## config.mk

```make
export PLATFORM = sky130hd
export DESIGN_NAME = fast_control_rx_flat
export DESIGN_NICKNAME = d
export VERILOG_FILES = /design/src/rtl/fast_control_pkg.sv /design/src/rtl/fast_control_rx_if.sv /design/src/rtl/hamming84_dec.sv /design/src/rtl/fast_control_rx.sv /design/src/flat_wrapper.sv
export SDC_FILE = /design/constraint.sdc
export NUM_CORES = 1
export LEC_CHECK = 0
export CAP_MARGIN = 20
export CELL_PAD_IN_SITES_DETAIL_PLACEMENT = 0
export CELL_PAD_IN_SITES_GLOBAL_PLACEMENT = 1
export CORE_MARGIN = 3
export CORE_UTILIZATION = 35
export CTS_BUF_LIST = sky130_fd_sc_hd__clkbuf_4
export DETAILED_ROUTE_END_ITERATION = 10
export GPL_TIMING_DRIVEN = 1
export MAX_ROUTING_LAYER = met4
export PLACE_DENSITY = 0.7
export SYNTH_ARGS = -nofsm -noshare
export SYNTH_HDL_FRONTEND = slang
export SYNTH_SLANG_ARGS = --single-unit
```

## constraint.sdc

```tcl
create_clock -name clk_bx -period 4.7 [get_ports clk_bx]
set_input_delay 0.94 -clock clk_bx [delete_from_list [all_inputs] [get_ports clk_bx]]
set_output_delay 0.94 -clock clk_bx [all_outputs]
set_load 0.005 [all_outputs]
```

## src/rtl/fast_control_pkg.sv

```systemverilog
// Shared definitions for the fast-control receive path: command bit map, codeword layout, lock FSM states.
// Latency: n/a (declarations only).
// Backpressure: n/a.
package fast_control_pkg;

    // Command bit positions within the decoded 8-bit fast-control word
    localparam int FC_BCR          = 0;
    localparam int FC_L1A          = 1;
    localparam int FC_LINK_RESET   = 2;
    localparam int FC_BUFFER_CLEAR = 3;
    localparam int FC_CALIB        = 5;

    // Hamming(8,4) codeword bit positions, identical to hamming84_enc
    localparam int HAM_P1  = 0;
    localparam int HAM_P2  = 1;
    localparam int HAM_D0  = 2;
    localparam int HAM_P3  = 3;
    localparam int HAM_D1  = 4;
    localparam int HAM_D2  = 5;
    localparam int HAM_D3  = 6;
    localparam int HAM_PAR = 7;

    // Width of bunch-crossing numbers (orbit length, bx_id, l1a_bx)
    localparam int BX_W = 12;

    typedef enum logic [1:0] {
        LOCK_UNLOCKED = 2'd0,
        LOCK_ALIGNING = 2'd1,
        LOCK_LOCKED   = 2'd2
    } lock_state_t;

    // Decoded command pulses carried down the pipeline
    typedef struct packed {
        logic calib_pulse;
        logic buffer_clear;
        logic link_reset;
        logic l1a;
        logic bcr;
    } fc_cmd_t;

endpackage

```

## src/rtl/fast_control_rx_if.sv

```systemverilog
// Bundle of the fast-control word input, orbit configuration and decoded/status outputs.
// Latency: n/a (wiring only).
// Backpressure: none; the stream delivers one word per bunch crossing.
interface fast_control_rx_if
    import fast_control_pkg::*;
#(
    parameter int CNT_W = 16
);
    logic [15:0]      fc_stream_enc;
    logic [BX_W-1:0]  orb_length;
    logic             counters_clear;

    logic             bcr;
    logic             l1a;
    logic             link_reset;
    logic             buffer_clear;
    logic             calib_pulse;
    logic [BX_W-1:0]  bx_id;
    logic [BX_W-1:0]  l1a_bx;
    logic             locked;
    logic [31:0]      l1a_count;
    logic [CNT_W-1:0] sec_count;
    logic [CNT_W-1:0] ded_count;
    logic [CNT_W-1:0] misalign_count;

    // Link side / slow-control side that drives words and reads status
    modport master (
        output fc_stream_enc, orb_length, counters_clear,
        input  bcr, l1a, link_reset, buffer_clear, calib_pulse,
        input  bx_id, l1a_bx, locked, l1a_count, sec_count, ded_count, misalign_count
    );

    // The receiver
    modport slave (
        input  fc_stream_enc, orb_length, counters_clear,
        output bcr, l1a, link_reset, buffer_clear, calib_pulse,
        output bx_id, l1a_bx, locked, l1a_count, sec_count, ded_count, misalign_count
    );

endinterface

```

## src/rtl/hamming84_dec.sv

```systemverilog
// Hamming(8,4) SEC-DED nibble decoder: corrects one flipped bit, flags two flipped bits.
// Latency: combinational.
// Backpressure: none.
module hamming84_dec
    import fast_control_pkg::*;
(
    input  logic [7:0] enc_in,
    output logic [3:0] data_out,
    output logic       single_err,
    output logic       double_err
);

    logic [2:0] syn;
    logic       par_err;
    logic [3:0] raw_data;
    logic [3:0] fix_mask;

    // Syndrome/parity check and correction of the data bits only; parity-bit hits need no data fix
    always_comb begin
        syn[0]   = enc_in[HAM_P1] ^ enc_in[HAM_D0] ^ enc_in[HAM_D1] ^ enc_in[HAM_D3];
        syn[1]   = enc_in[HAM_P2] ^ enc_in[HAM_D0] ^ enc_in[HAM_D2] ^ enc_in[HAM_D3];
        syn[2]   = enc_in[HAM_P3] ^ enc_in[HAM_D1] ^ enc_in[HAM_D2] ^ enc_in[HAM_D3];
        par_err  = ^enc_in;
        raw_data = {enc_in[HAM_D3], enc_in[HAM_D2], enc_in[HAM_D1], enc_in[HAM_D0]};

        // Syndrome value s names codeword bit s-1: 3->d0, 5->d1, 6->d2, 7->d3
        fix_mask = {syn == 3'd7, syn == 3'd6, syn == 3'd5, syn == 3'd3};

        single_err = par_err;
        double_err = !par_err && (syn != 3'd0);

        if (double_err) begin
            data_out = 4'b0000;
        end else if (single_err) begin
            data_out = raw_data ^ fix_mask;
        end else begin
            data_out = raw_data;
        end
    end

endmodule

```

## src/rtl/fast_control_rx.sv

```systemverilog
// Fast-control receiver: SEC-DED decode of the per-BX word, command pulses, BCR-locked bx_id, error counters.
// Latency: 3 clk_bx from word to pulses/bx_id/locked; sec/ded/misalign counters one cycle later.
// Backpressure: none; one word consumed every clk_bx, nothing ever stalls.
module fast_control_rx
    import fast_control_pkg::*;
#(
    parameter int LOCK_BCRS = 4,
    parameter int LOSE_BCRS = 3,
    parameter int CNT_W     = 16
) (
    input  logic             clk_bx,
    input  logic             reset,
    fast_control_rx_if.slave fc
);

    localparam int GOOD_W = $clog2(LOCK_BCRS + 1);
    localparam int BAD_W  = $clog2(LOSE_BCRS + 1);
    localparam logic [GOOD_W-1:0] GOOD_LOCK = GOOD_W'(LOCK_BCRS);
    localparam logic [BAD_W-1:0]  BAD_LOSE  = BAD_W'(LOSE_BCRS);

    // Stage 1: raw word
    logic [15:0]       enc_s1;

    // Decoder outputs (combinational on stage 1)
    logic [3:0]        nib_lo;
    logic [3:0]        nib_hi;
    logic              lo_sec;
    logic              lo_ded;
    logic              hi_sec;
    logic              hi_ded;
    logic              unused_rsvd;

    // Stage 2: decoded command and per-BX error counts (0..2 each)
    fc_cmd_t           cmd_s2;
    logic [1:0]        sec_s2;
    logic [1:0]        ded_s2;

    // Stage 3: outputs, lock FSM, bx counter
    fc_cmd_t           cmd_s3;
    logic [1:0]        sec_s3;
    logic [1:0]        ded_s3;
    logic              fault_s3;
    lock_state_t       state_q;
    logic              locked_q;
    logic [GOOD_W-1:0] good_q;
    logic [GOOD_W-1:0] good_inc;
    logic [BAD_W-1:0]  bad_q;
    logic [BAD_W-1:0]  bad_inc;
    logic [BX_W-1:0]   bx_id_q;
    logic [BX_W-1:0]   bx_last;
    logic [BX_W-1:0]   bx_wrap;
    logic [BX_W-1:0]   bx_nxt;
    logic              bx_expected;
    logic [BX_W-1:0]   l1a_bx_q;
    logic [31:0]       l1a_count_q;

    // Stage 4: saturating counters
    logic [CNT_W-1:0]  sec_cnt_q;
    logic [CNT_W-1:0]  ded_cnt_q;
    logic [CNT_W-1:0]  mis_cnt_q;

    function automatic logic [CNT_W-1:0] sat_add(input logic [CNT_W-1:0] cnt, input logic [1:0] inc);
        logic [CNT_W:0] sum;
        sum = {1'b0, cnt} + (CNT_W + 1)'(inc);
        return sum[CNT_W] ? {CNT_W{1'b1}} : sum[CNT_W-1:0];
    endfunction

    hamming84_dec u_dec_lo (
        .enc_in     (enc_s1[7:0]),
        .data_out   (nib_lo),
        .single_err (lo_sec),
        .double_err (lo_ded)
    );

    hamming84_dec u_dec_hi (
        .enc_in     (enc_s1[15:8]),
        .data_out   (nib_hi),
        .single_err (hi_sec),
        .double_err (hi_ded)
    );

    // Command bits 4, 6 and 7 are reserved and deliberately dropped
    assign unused_rsvd = ^{nib_hi[3:2], nib_hi[0]};

    // Stage 1: capture the incoming word
    always_ff @(posedge clk_bx) begin
        if (reset) begin
            enc_s1 <= '0;
        end else begin
            enc_s1 <= fc.fc_stream_enc;
        end
    end

    // Stage 2: register corrected command bits and how many nibbles needed SEC / hit DED
    always_ff @(posedge clk_bx) begin
        if (reset) begin
            cmd_s2 <= '0;
            sec_s2 <= '0;
            ded_s2 <= '0;
        end else begin
            cmd_s2.bcr          <= nib_lo[FC_BCR];
            cmd_s2.l1a          <= nib_lo[FC_L1A];
            cmd_s2.link_reset   <= nib_lo[FC_LINK_RESET];
            cmd_s2.buffer_clear <= nib_lo[FC_BUFFER_CLEAR];
            cmd_s2.calib_pulse  <= nib_hi[FC_CALIB - 4];
            sec_s2              <= {1'b0, lo_sec} + {1'b0, hi_sec};
            ded_s2              <= {1'b0, lo_ded} + {1'b0, hi_ded};
        end
    end

    // Next bx_id: free-running wrap, realigned to 0 by a bcr only while not yet locked
    always_comb begin
        bx_last     = fc.orb_length - BX_W'(1);
        bx_expected = (bx_id_q == bx_last);
        bx_wrap     = (bx_id_q >= bx_last) ? '0 : bx_id_q + BX_W'(1);
        bx_nxt      = bx_wrap;
        good_inc    = good_q + GOOD_W'(1);
        bad_inc     = bad_q + BAD_W'(1);
        if (cmd_s2.bcr && ((state_q == LOCK_UNLOCKED) ||
                           ((state_q == LOCK_ALIGNING) && !bx_expected))) begin
            bx_nxt = '0;
        end
    end

    // Stage 3: command pulses, bx_id, L1A capture and the BCR lock state machine
    always_ff @(posedge clk_bx) begin
        if (reset) begin
            cmd_s3      <= '0;
            sec_s3      <= '0;
            ded_s3      <= '0;
            fault_s3    <= 1'b0;
            state_q     <= LOCK_UNLOCKED;
            locked_q    <= 1'b0;
            good_q      <= '0;
            bad_q       <= '0;
            bx_id_q     <= '0;
            l1a_bx_q    <= '0;
            l1a_count_q <= '0;
        end else begin
            cmd_s3   <= cmd_s2;
            sec_s3   <= sec_s2;
            ded_s3   <= ded_s2;
            fault_s3 <= 1'b0;
            bx_id_q  <= bx_nxt;

            if (cmd_s2.l1a) begin
                l1a_bx_q <= bx_nxt;
            end
            if (fc.counters_clear) begin
                l1a_count_q <= '0;
            end else if (cmd_s2.l1a) begin
                l1a_count_q <= l1a_count_q + 32'd1;
            end

            case (state_q)
                LOCK_UNLOCKED: begin
                    if (cmd_s2.bcr) begin
                        good_q  <= GOOD_W'(1);
                        state_q <= LOCK_ALIGNING;
                    end
                end
                LOCK_ALIGNING: begin
                    if (cmd_s2.bcr && bx_expected) begin
                        good_q <= good_inc;
                        if (good_inc == GOOD_LOCK) begin
                            state_q  <= LOCK_LOCKED;
                            locked_q <= 1'b1;
                            bad_q    <= '0;
                        end
                    end else if (cmd_s2.bcr) begin
                        good_q <= GOOD_W'(1);
                    end else if (bx_expected) begin
                        state_q <= LOCK_UNLOCKED;
                    end
                end
                LOCK_LOCKED: begin
                    if (cmd_s2.bcr && bx_expected) begin
                        bad_q <= '0;
                    end else if (cmd_s2.bcr || bx_expected) begin
                        // Stray or missing BCR: count it but keep the established alignment
                        fault_s3 <= 1'b1;
                        bad_q    <= bad_inc;
                        if (bad_inc == BAD_LOSE) begin
                            state_q  <= LOCK_UNLOCKED;
                            locked_q <= 1'b0;
                        end
                    end
                end
                default: begin
                    state_q  <= LOCK_UNLOCKED;
                    locked_q <= 1'b0;
                end
            endcase
        end
    end

    // Stage 4: saturating error/alignment counters; clear wins over any increment
    always_ff @(posedge clk_bx) begin
        if (reset || fc.counters_clear) begin
            sec_cnt_q <= '0;
            ded_cnt_q <= '0;
            mis_cnt_q <= '0;
        end else begin
            sec_cnt_q <= sat_add(sec_cnt_q, sec_s3);
            ded_cnt_q <= sat_add(ded_cnt_q, ded_s3);
            mis_cnt_q <= sat_add(mis_cnt_q, {1'b0, fault_s3});
        end
    end

    assign fc.bcr            = cmd_s3.bcr;
    assign fc.l1a            = cmd_s3.l1a;
    assign fc.link_reset     = cmd_s3.link_reset;
    assign fc.buffer_clear   = cmd_s3.buffer_clear;
    assign fc.calib_pulse    = cmd_s3.calib_pulse;
    assign fc.bx_id          = bx_id_q;
    assign fc.l1a_bx         = l1a_bx_q;
    assign fc.locked         = locked_q;
    assign fc.l1a_count      = l1a_count_q;
    assign fc.sec_count      = sec_cnt_q;
    assign fc.ded_count      = ded_cnt_q;
    assign fc.misalign_count = mis_cnt_q;

endmodule

```

## src/flat_wrapper.sv

```systemverilog
// flat-port wrapper written by rule: the top's interface ports become plain ports
module fast_control_rx_flat import fast_control_pkg::*;
#(
    parameter int LOCK_BCRS = 4,
    parameter int LOSE_BCRS = 3,
    parameter int CNT_W     = 16
)
  (clk_bx, reset, fc_fc_stream_enc, fc_orb_length, fc_counters_clear, fc_bcr, fc_l1a, fc_link_reset, fc_buffer_clear, fc_calib_pulse, fc_bx_id, fc_l1a_bx, fc_locked, fc_l1a_count, fc_sec_count, fc_ded_count, fc_misalign_count);
  fast_control_rx_if #(.CNT_W(CNT_W)) fc_i ();
  input  logic clk_bx;
  input  logic reset;
  input wire logic [$bits(fc_i.fc_stream_enc)-1:0] fc_fc_stream_enc;
  input wire logic [$bits(fc_i.orb_length)-1:0] fc_orb_length;
  input wire logic [$bits(fc_i.counters_clear)-1:0] fc_counters_clear;
  output wire logic [$bits(fc_i.bcr)-1:0] fc_bcr;
  output wire logic [$bits(fc_i.l1a)-1:0] fc_l1a;
  output wire logic [$bits(fc_i.link_reset)-1:0] fc_link_reset;
  output wire logic [$bits(fc_i.buffer_clear)-1:0] fc_buffer_clear;
  output wire logic [$bits(fc_i.calib_pulse)-1:0] fc_calib_pulse;
  output wire logic [$bits(fc_i.bx_id)-1:0] fc_bx_id;
  output wire logic [$bits(fc_i.l1a_bx)-1:0] fc_l1a_bx;
  output wire logic [$bits(fc_i.locked)-1:0] fc_locked;
  output wire logic [$bits(fc_i.l1a_count)-1:0] fc_l1a_count;
  output wire logic [$bits(fc_i.sec_count)-1:0] fc_sec_count;
  output wire logic [$bits(fc_i.ded_count)-1:0] fc_ded_count;
  output wire logic [$bits(fc_i.misalign_count)-1:0] fc_misalign_count;
  assign fc_i.fc_stream_enc = fc_fc_stream_enc;
  assign fc_i.orb_length = fc_orb_length;
  assign fc_i.counters_clear = fc_counters_clear;
  assign fc_bcr = fc_i.bcr;
  assign fc_l1a = fc_i.l1a;
  assign fc_link_reset = fc_i.link_reset;
  assign fc_buffer_clear = fc_i.buffer_clear;
  assign fc_calib_pulse = fc_i.calib_pulse;
  assign fc_bx_id = fc_i.bx_id;
  assign fc_l1a_bx = fc_i.l1a_bx;
  assign fc_locked = fc_i.locked;
  assign fc_l1a_count = fc_i.l1a_count;
  assign fc_sec_count = fc_i.sec_count;
  assign fc_ded_count = fc_i.ded_count;
  assign fc_misalign_count = fc_i.misalign_count;
  fast_control_rx #(.LOCK_BCRS(LOCK_BCRS), .LOSE_BCRS(LOSE_BCRS), .CNT_W(CNT_W)) u_core (.clk_bx(clk_bx), .reset(reset), .fc(fc_i));
endmodule
```

==> results of run 1 <==
==> metrics by stage <==
stage	utilization (%)	setup WS, ns	std cells	instance area [um^2]
5_1_grt	45.54	0.7417	1209	8950
3_5_place_dp	44.16	0.4633	1177	8680
4_1_cts	45.52	1.085	1208	8947
3_3_place_gp	44.16	0.5148	1177	8680
2_1_floorplan	-	1.057	799	7048
6_report	45.54	1.044	1209	8950
==> power by group through the flow <==
stage	clock network (mW)	registers, mW	logic, mW
final	0.777	1.32	0.331
after floorplan	0	1.34	0.235
after detailed placement	0	1.35	0.334
after global routing	0.868	1.33	0.376
after CTS	0.818	1.32	0.336
after global placement	0	1.35	0.334
==> layer usage <==
| metal | vias to the layer above | GRT usage (%) |
|---|---|---|
| met4 | 0 | 3.741 |
| li1 | 3035 | - |
| met5 | - | - |
| met2 | 108 | 23.31 |
| met3 | 6 | 3.342 |
| met1 | 2667 | 22.28 |
==> sequential cells by signal (all words and copies together) (netlist names), 3 cells and up <==
signal and cells:
u_core.fc.ded_count 16, u_core.fc.sec_count 16, u_core.fc.misalign_count 16, u_core.fc.bx_id 12
u_core.cmd_s2 5, u_core.fc.l1a_bx 12, u_core.fc.l1a_count 32, u_core.good_q 3
u_core.enc_s1 16
==> path summary, 6_finish.rpt <==
kind	slack [ns]	startpoint	cells after the start	endpoint
setup / recovery	1.04	fc_orb_length[2]	13	u_core.fc.l1a_bx[7]
hold / removal	0.45	u_core.cmd_s2[3]	1	u_core.fc.buffer_clear
setup reg to reg	2.08	u_core.fc.ded_count[0]	8	u_core.fc.ded_count[0]
hold reg to reg	0.45	u_core.cmd_s2[3]	1	u_core.fc.buffer_clear
==> cell usage after synthesis (2+ instances only) <==
cell type and count:
a2111oi_0 3, xnor2_2 2, and3_1 29, buf_1 3, nand2b_1 15, a211oi_1 6
ha_1 29, a21o_1 5, inv_1 28, nand2_1 49, a21oi_1 71, nor4_1 6
nor2_1 72, clkbuf_1 25, nand3b_1 2, o41ai_1 2, or3_1 9, xnor2_1 48
nand4_1 23, or2_2 6, o21a_1 3, dfxtp_1 147, nor2b_1 32, xor2_1 56
o21ai_0 14, buf_2 2, nor3_1 12, fa_1 2, nor3b_1 3, o31ai_1 2
a31oi_1 6, and4_1 8, mux2i_1 6, nand3_1 47, and2_1 4, o22ai_1 2
==> cells by family (layout without fill, tap and decap cells) <==
group | count (synthesis) | in the layout | share of synthesized area [%]
simple gates | 321 | 321 | 23.63
buf+inv | 61 | 205 | 3.444
xor+xnor | 108 | 108 | 14.13
compound gates | 125 | 125 | 10.47
mux | 6 | 6 | 0.8522
other cells | 0 | 1 | 0
fa+ha+maj | 31 | 31 | 5.716
flops | 147 | 147 | 41.75
==> critical path, cell delays in order <==
cell             delay (ns)
clkdlybuf4s50_1        0.45
nor3_1                 0.29
nand2_1                0.13
or2_2                  0.31
nor4_1                 0.23
xnor2_1                0.16
ha_1                   0.26
a21o_1                 0.19
a21o_1                 0.17
a211oi_1               0.22
o221a_2                0.50
nand3_1                0.15
a21oi_1                0.13
==> area by class of cell <==
cell class	instances	area, um^2
Fill cell	2006	10700
Multi-Input combinational cell	591	3862
Sequential cell	147	2943
Timing Repair Buffer	145	1434
Tap cell	265	331.6
Clock inverter	14	140.1
Clock buffer	17	127.6
Inverter	29	108.9
Antenna cell	1	2.502
==> key figures, run 1 <==
Critical path
  • Critical Path RT: 5.18 ns
  • Worst setup path class: input pin to flop
  • CP startpoint kind: input pin
  • Maximum net fanout on the critical path: 24
  • Critical Path Sink Type: flop
  • WP data arrival: 4.13 ns

Global routing
  • Vias in the first global route: 5405
  • Grt ovf: 0
  • Pin count of the biggest net entering global routing: 60
  • Antenna violations before repair: 1
  • Total GRT Usage: 15.80%
  • Global-route wire length before repair: 27.87 mm

Floorplan
  • Die Ht: 147.9 um
  • IO Pins: 141
  • Num rows: 51
  • Die Area: 21880 um^2
  • Die extent in x: 147.9 um
  • Core footprint: 19650 um^2
  • Initial Utilization: 35.86%

Pwr
  • Switching Power: 0.6770 mW
  • P_leak: 3.205 nW
  • PwrDens: 271.3 nW/um^2
  • Final Power: 2.428 mW
  • Flop pwr share: 54.4%
  • Combinational power share: 13.6%
  • Max IR drop VDD: 124.2 uV
  • Clock power frac: 32.0%
  • Net Sw Frac: 27.88%
  • Int Pwr: 1.751 mW

Placement
  • HPWL after DPL: 11.96 mm
  • Gpl congestion: 0.7861
  • Count of input and output buffers: 140

CTS
  • Clock Latency Late Sink: 0.55 ns
  • H-Tree Depth: 4
  • CTS max path bufs: 2
  • Clock Sinks: 147
  • CTS resizes: 0
  • Num CTS Buffers: 17
  • Post-CTS setup buffer count: 0
  • TritonCTS clock tree: yes
  • Clock transition at path regs: 0.12 ns
  • Hold_buf cts: 0
  • Clk root buf: clkbuf_4

Yosys
  • Top_reg_cell synth: dfxtp_1
  • Synth Warn #: 0
  • Synth Register Bits: 147
  • Top cell type's share of synthesized area: 41.75%
  • Synthesized cell area: 7048 um^2
  • Syn_area_per_cell: 8.821 um^2
  • Synth Instances: 799
  • Number of enable flip-flop cells after synthesis: 0
  • Asr flop ratio synth: 0%
  • Area leader, netlist: dfxtp_1
  • Synthesized net count: 861
  • Seq/Total Area, Yosys: 41.75%
  • Top cells by area, synth: dfxtp_1, xor2_1, xnor2_1, ha_1, a21oi_1
  • Distinct cells, synth: 56

Drt
  • DRT antenna net count: 0
  • WL met3: 586 um
  • 1st-iter DRT viols: 295
  • M1 wire length: 8.575 mm
  • Final WL: 16.55 mm
  • Top Metal Used: met4
  • Met2 WL: 7.268 mm
  • DR vias: 5816
  • Average wire per standard cell: 13.69 um
  • Vias/cell: 4.811
  • Drt first pass iters: 5
  • DRC viols: 0

STA
  • Fmax: 273.5 MHz
  • Fin crit period: 3.656 ns
  • Finish-stage setup viols: 0
  • RSZ-0062 raised after global routing: no
  • Setup TNS: 0 ns
  • Slew Limit Fails: 0
  • Final Hold Slack: 0.4474 ns
  • Skew final: 0.01642 ns
  • Final Cycle Share: 77.79%
  • Relative slew slack: 45.69%
  • Hold Vio Cnt, Final: 0
  • Worst Tran Pin Value: 0.8072 ns

Layout
  • Nets@finish: 993
  • Share of post-route cells with drive strength above 1: 5.302%
  • Commonest non-fill, non-tap cell in the layout: dfxtp_1
  • Area Overhead vs Synth: 26.98%
  • Commonest cells after routing, fill and taps aside: dfxtp_1, clkdlybuf4s50_1, nor2_1

Min path
  • Worst Hold Class: flop to flop

Run status
  • Outcome: complete, no violations

Flow run
  • # Max-Cap Violations: 0
(Power assumes the default switching activity.)
==> run 2, diff against run 1 <==
- clock period: 4.7 -> 3.8 ns (I/O delays scaled with it)
==> key figures, run 2 (synthesized netlist as in run 1, its figures left out) <==
Critical path
  • Critical Path RT: 4.20 ns
  • Worst setup path class: input pin to flop
  • R2R setup slack: 1.17 ns
  • CP startpoint kind: input pin
  • CP peak stage delay: 0.42 ns
  • Slowest cell on the critical path: clkdlybuf4s50_1
  • CP cell instances: clkdlybuf4s50_1 -> nor3_1 -> nand2_1 -> or2_2 -> nor4_1 -> xnor2_1 -> ha_1 -> nand4_1 -> or2_2 -> o31ai_1 -> o21ai_0 -> o21ai_0 -> o41ai_1
  • Critical Path Sink Type: flop
  • Maximum net fanout on the critical path: 4
  • WP data arrival: 3.73 ns

STA
  • Slew Limit Fails: 0
  • Relative slew slack: 45.84%
  • Final Hold Slack: 0.4462 ns
  • Fmax: 300.3 MHz
  • Hold Vio Cnt, Final: 0
  • Worst Tran Pin Value: 0.8050 ns
  • RSZ-0062 raised after global routing: no
  • Final Cycle Share: 87.64%
  • Final WS setup: 0.4697 ns
  • Finish-stage setup viols: 0
  • Skew final: 0.01641 ns
  • Fin crit period: 3.330 ns

Global routing
  • Grt ovf: 0
  • Vias in the first global route: 5340
  • Pin count of the biggest net entering global routing: 60
  • Total GRT Usage: 15.55%
  • Antenna violations before repair: 1
  • Global-route wire length before repair: 27.41 mm

Placement
  • HPWL after DPL: 11.93 mm
  • Count of input and output buffers: 140
  • Dpl cell area: 8760 um^2
  • Gpl congestion: 0.7900
  • Place WS: -0.07233 ns

Pwr
  • Max IR drop VDD: 145.3 uV
  • Int Pwr: 2.166 mW
  • Net Sw Frac: 27.26%
  • Switching Power: 0.8119 mW
  • P_leak: 3.250 nW
  • Combinational power share: 14.1%
  • PwrDens: 330.5 nW/um^2
  • Flop pwr share: 54.9%
  • Clock power frac: 31.0%
  • Final Power: 2.978 mW

Layout
  • Area Overhead vs Synth: 27.85%
  • Max FFs per register: 32
  • Commonest non-fill, non-tap cell in the layout: dfxtp_1
  • Final instance area: 9011 um^2
  • Nets@finish: 1002
  • Commonest cells after routing, fill and taps aside: dfxtp_1, clkdlybuf4s50_1, nor2_1
  • Share of post-route cells with drive strength above 1: 5.567%
  • Post-layout util: 45.85%

Drt
  • Vias/cell: 4.801
  • DRC viols: 0
  • Top Metal Used: met4
  • DR vias: 5848
  • Average wire per standard cell: 13.54 um
  • DRT antenna net count: 0
  • WL met3: 585 um
  • Drt first pass iters: 4
  • Final WL: 16.49 mm
  • Met2 WL: 7.380 mm
  • 1st-iter DRT viols: 258
  • M1 wire length: 8.409 mm

Run status
  • Outcome: complete, no violations

CTS
  • Post-CTS setup buffer count: 0
  • CTS max path bufs: 2
  • Clock Sinks: 147
  • CTS resizes: 0
  • Clock transition at path regs: 0.12 ns
  • TritonCTS clock tree: yes
  • Num CTS Buffers: 17
  • Hold_buf cts: 0
  • Clk root buf: clkbuf_4
  • H-Tree Depth: 4
  • Clock Latency Late Sink: 0.53 ns

Floorplan
  • Num rows: 51
  • Die extent in x: 147.9 um
  • Die Area: 21880 um^2
  • Initial Utilization: 35.86%
  • IO Pins: 141
  • Core footprint: 19650 um^2
  • Die Ht: 147.9 um

Flow run
  • # Max-Cap Violations: 0

Min path
  • Worst Hold Class: flop to flop
[run 2: cell types whose count changed in the layout (fill, tap and decap cells not counted), sizes merged]
cell and change:
buf +9, clkinv +4, clkinvlp -3, inv -1
[run 2: cell type report]
type                    count  area (um^2)
diodes                      1        2.502
clock buffers              17        127.6
clock inverters            14        121.4
fillers                  2042        10640
inverters                  29        108.9
multi-input cells         591         3862
flip-flops and latches    147         2943
well taps                 265        331.6
repair buffers            154         1514
[run 2: layer usage]
layer,vias to the layer above,global-route usage (%)
li1,3068,-
met5,-,-
met4,0,3.880
met3,8,3.188
met1,2651,21.73
met2,121,23.17
[run 2: worst max-delay path: cells and delay by family]
kind	cells	cell delay [ns]
simple gates	6	1.37
compound gates	4	0.78
buf+inv	1	0.42
fa+ha+maj	1	0.30
xor+xnor	1	0.11
[run 2: path summary, 6_finish.rpt]
path	to	cells past startpoint	start
max	u_core.state_q[0]	13	fc_orb_length[1]
min	u_core.ded_s3[0]	1	u_core.ded_s2[0]
max reg2reg	u_core.fc.ded_count[0]	8	u_core.fc.ded_count[0]
min reg2reg	u_core.ded_s3[0]	1	u_core.ded_s2[0]
[run 2: power by group through the flow]
stage               Clock (mW)  Combinational, mW  Sequential [mW]
detailed placement           0              0.423             1.67
CTS                      0.972              0.426             1.64
finish                   0.923              0.420             1.64
global route              1.04              0.480             1.64
global placement             0              0.425             1.67
floorplan                    0              0.291             1.65
[run 2: stage by stage]
stage,std cells,TNS (ns)
floorplan,799,0
global placement,1186,-0.1484
detailed placement,1186,-0.2314
CTS,1217,0
global route,1218,0
finish,1218,0
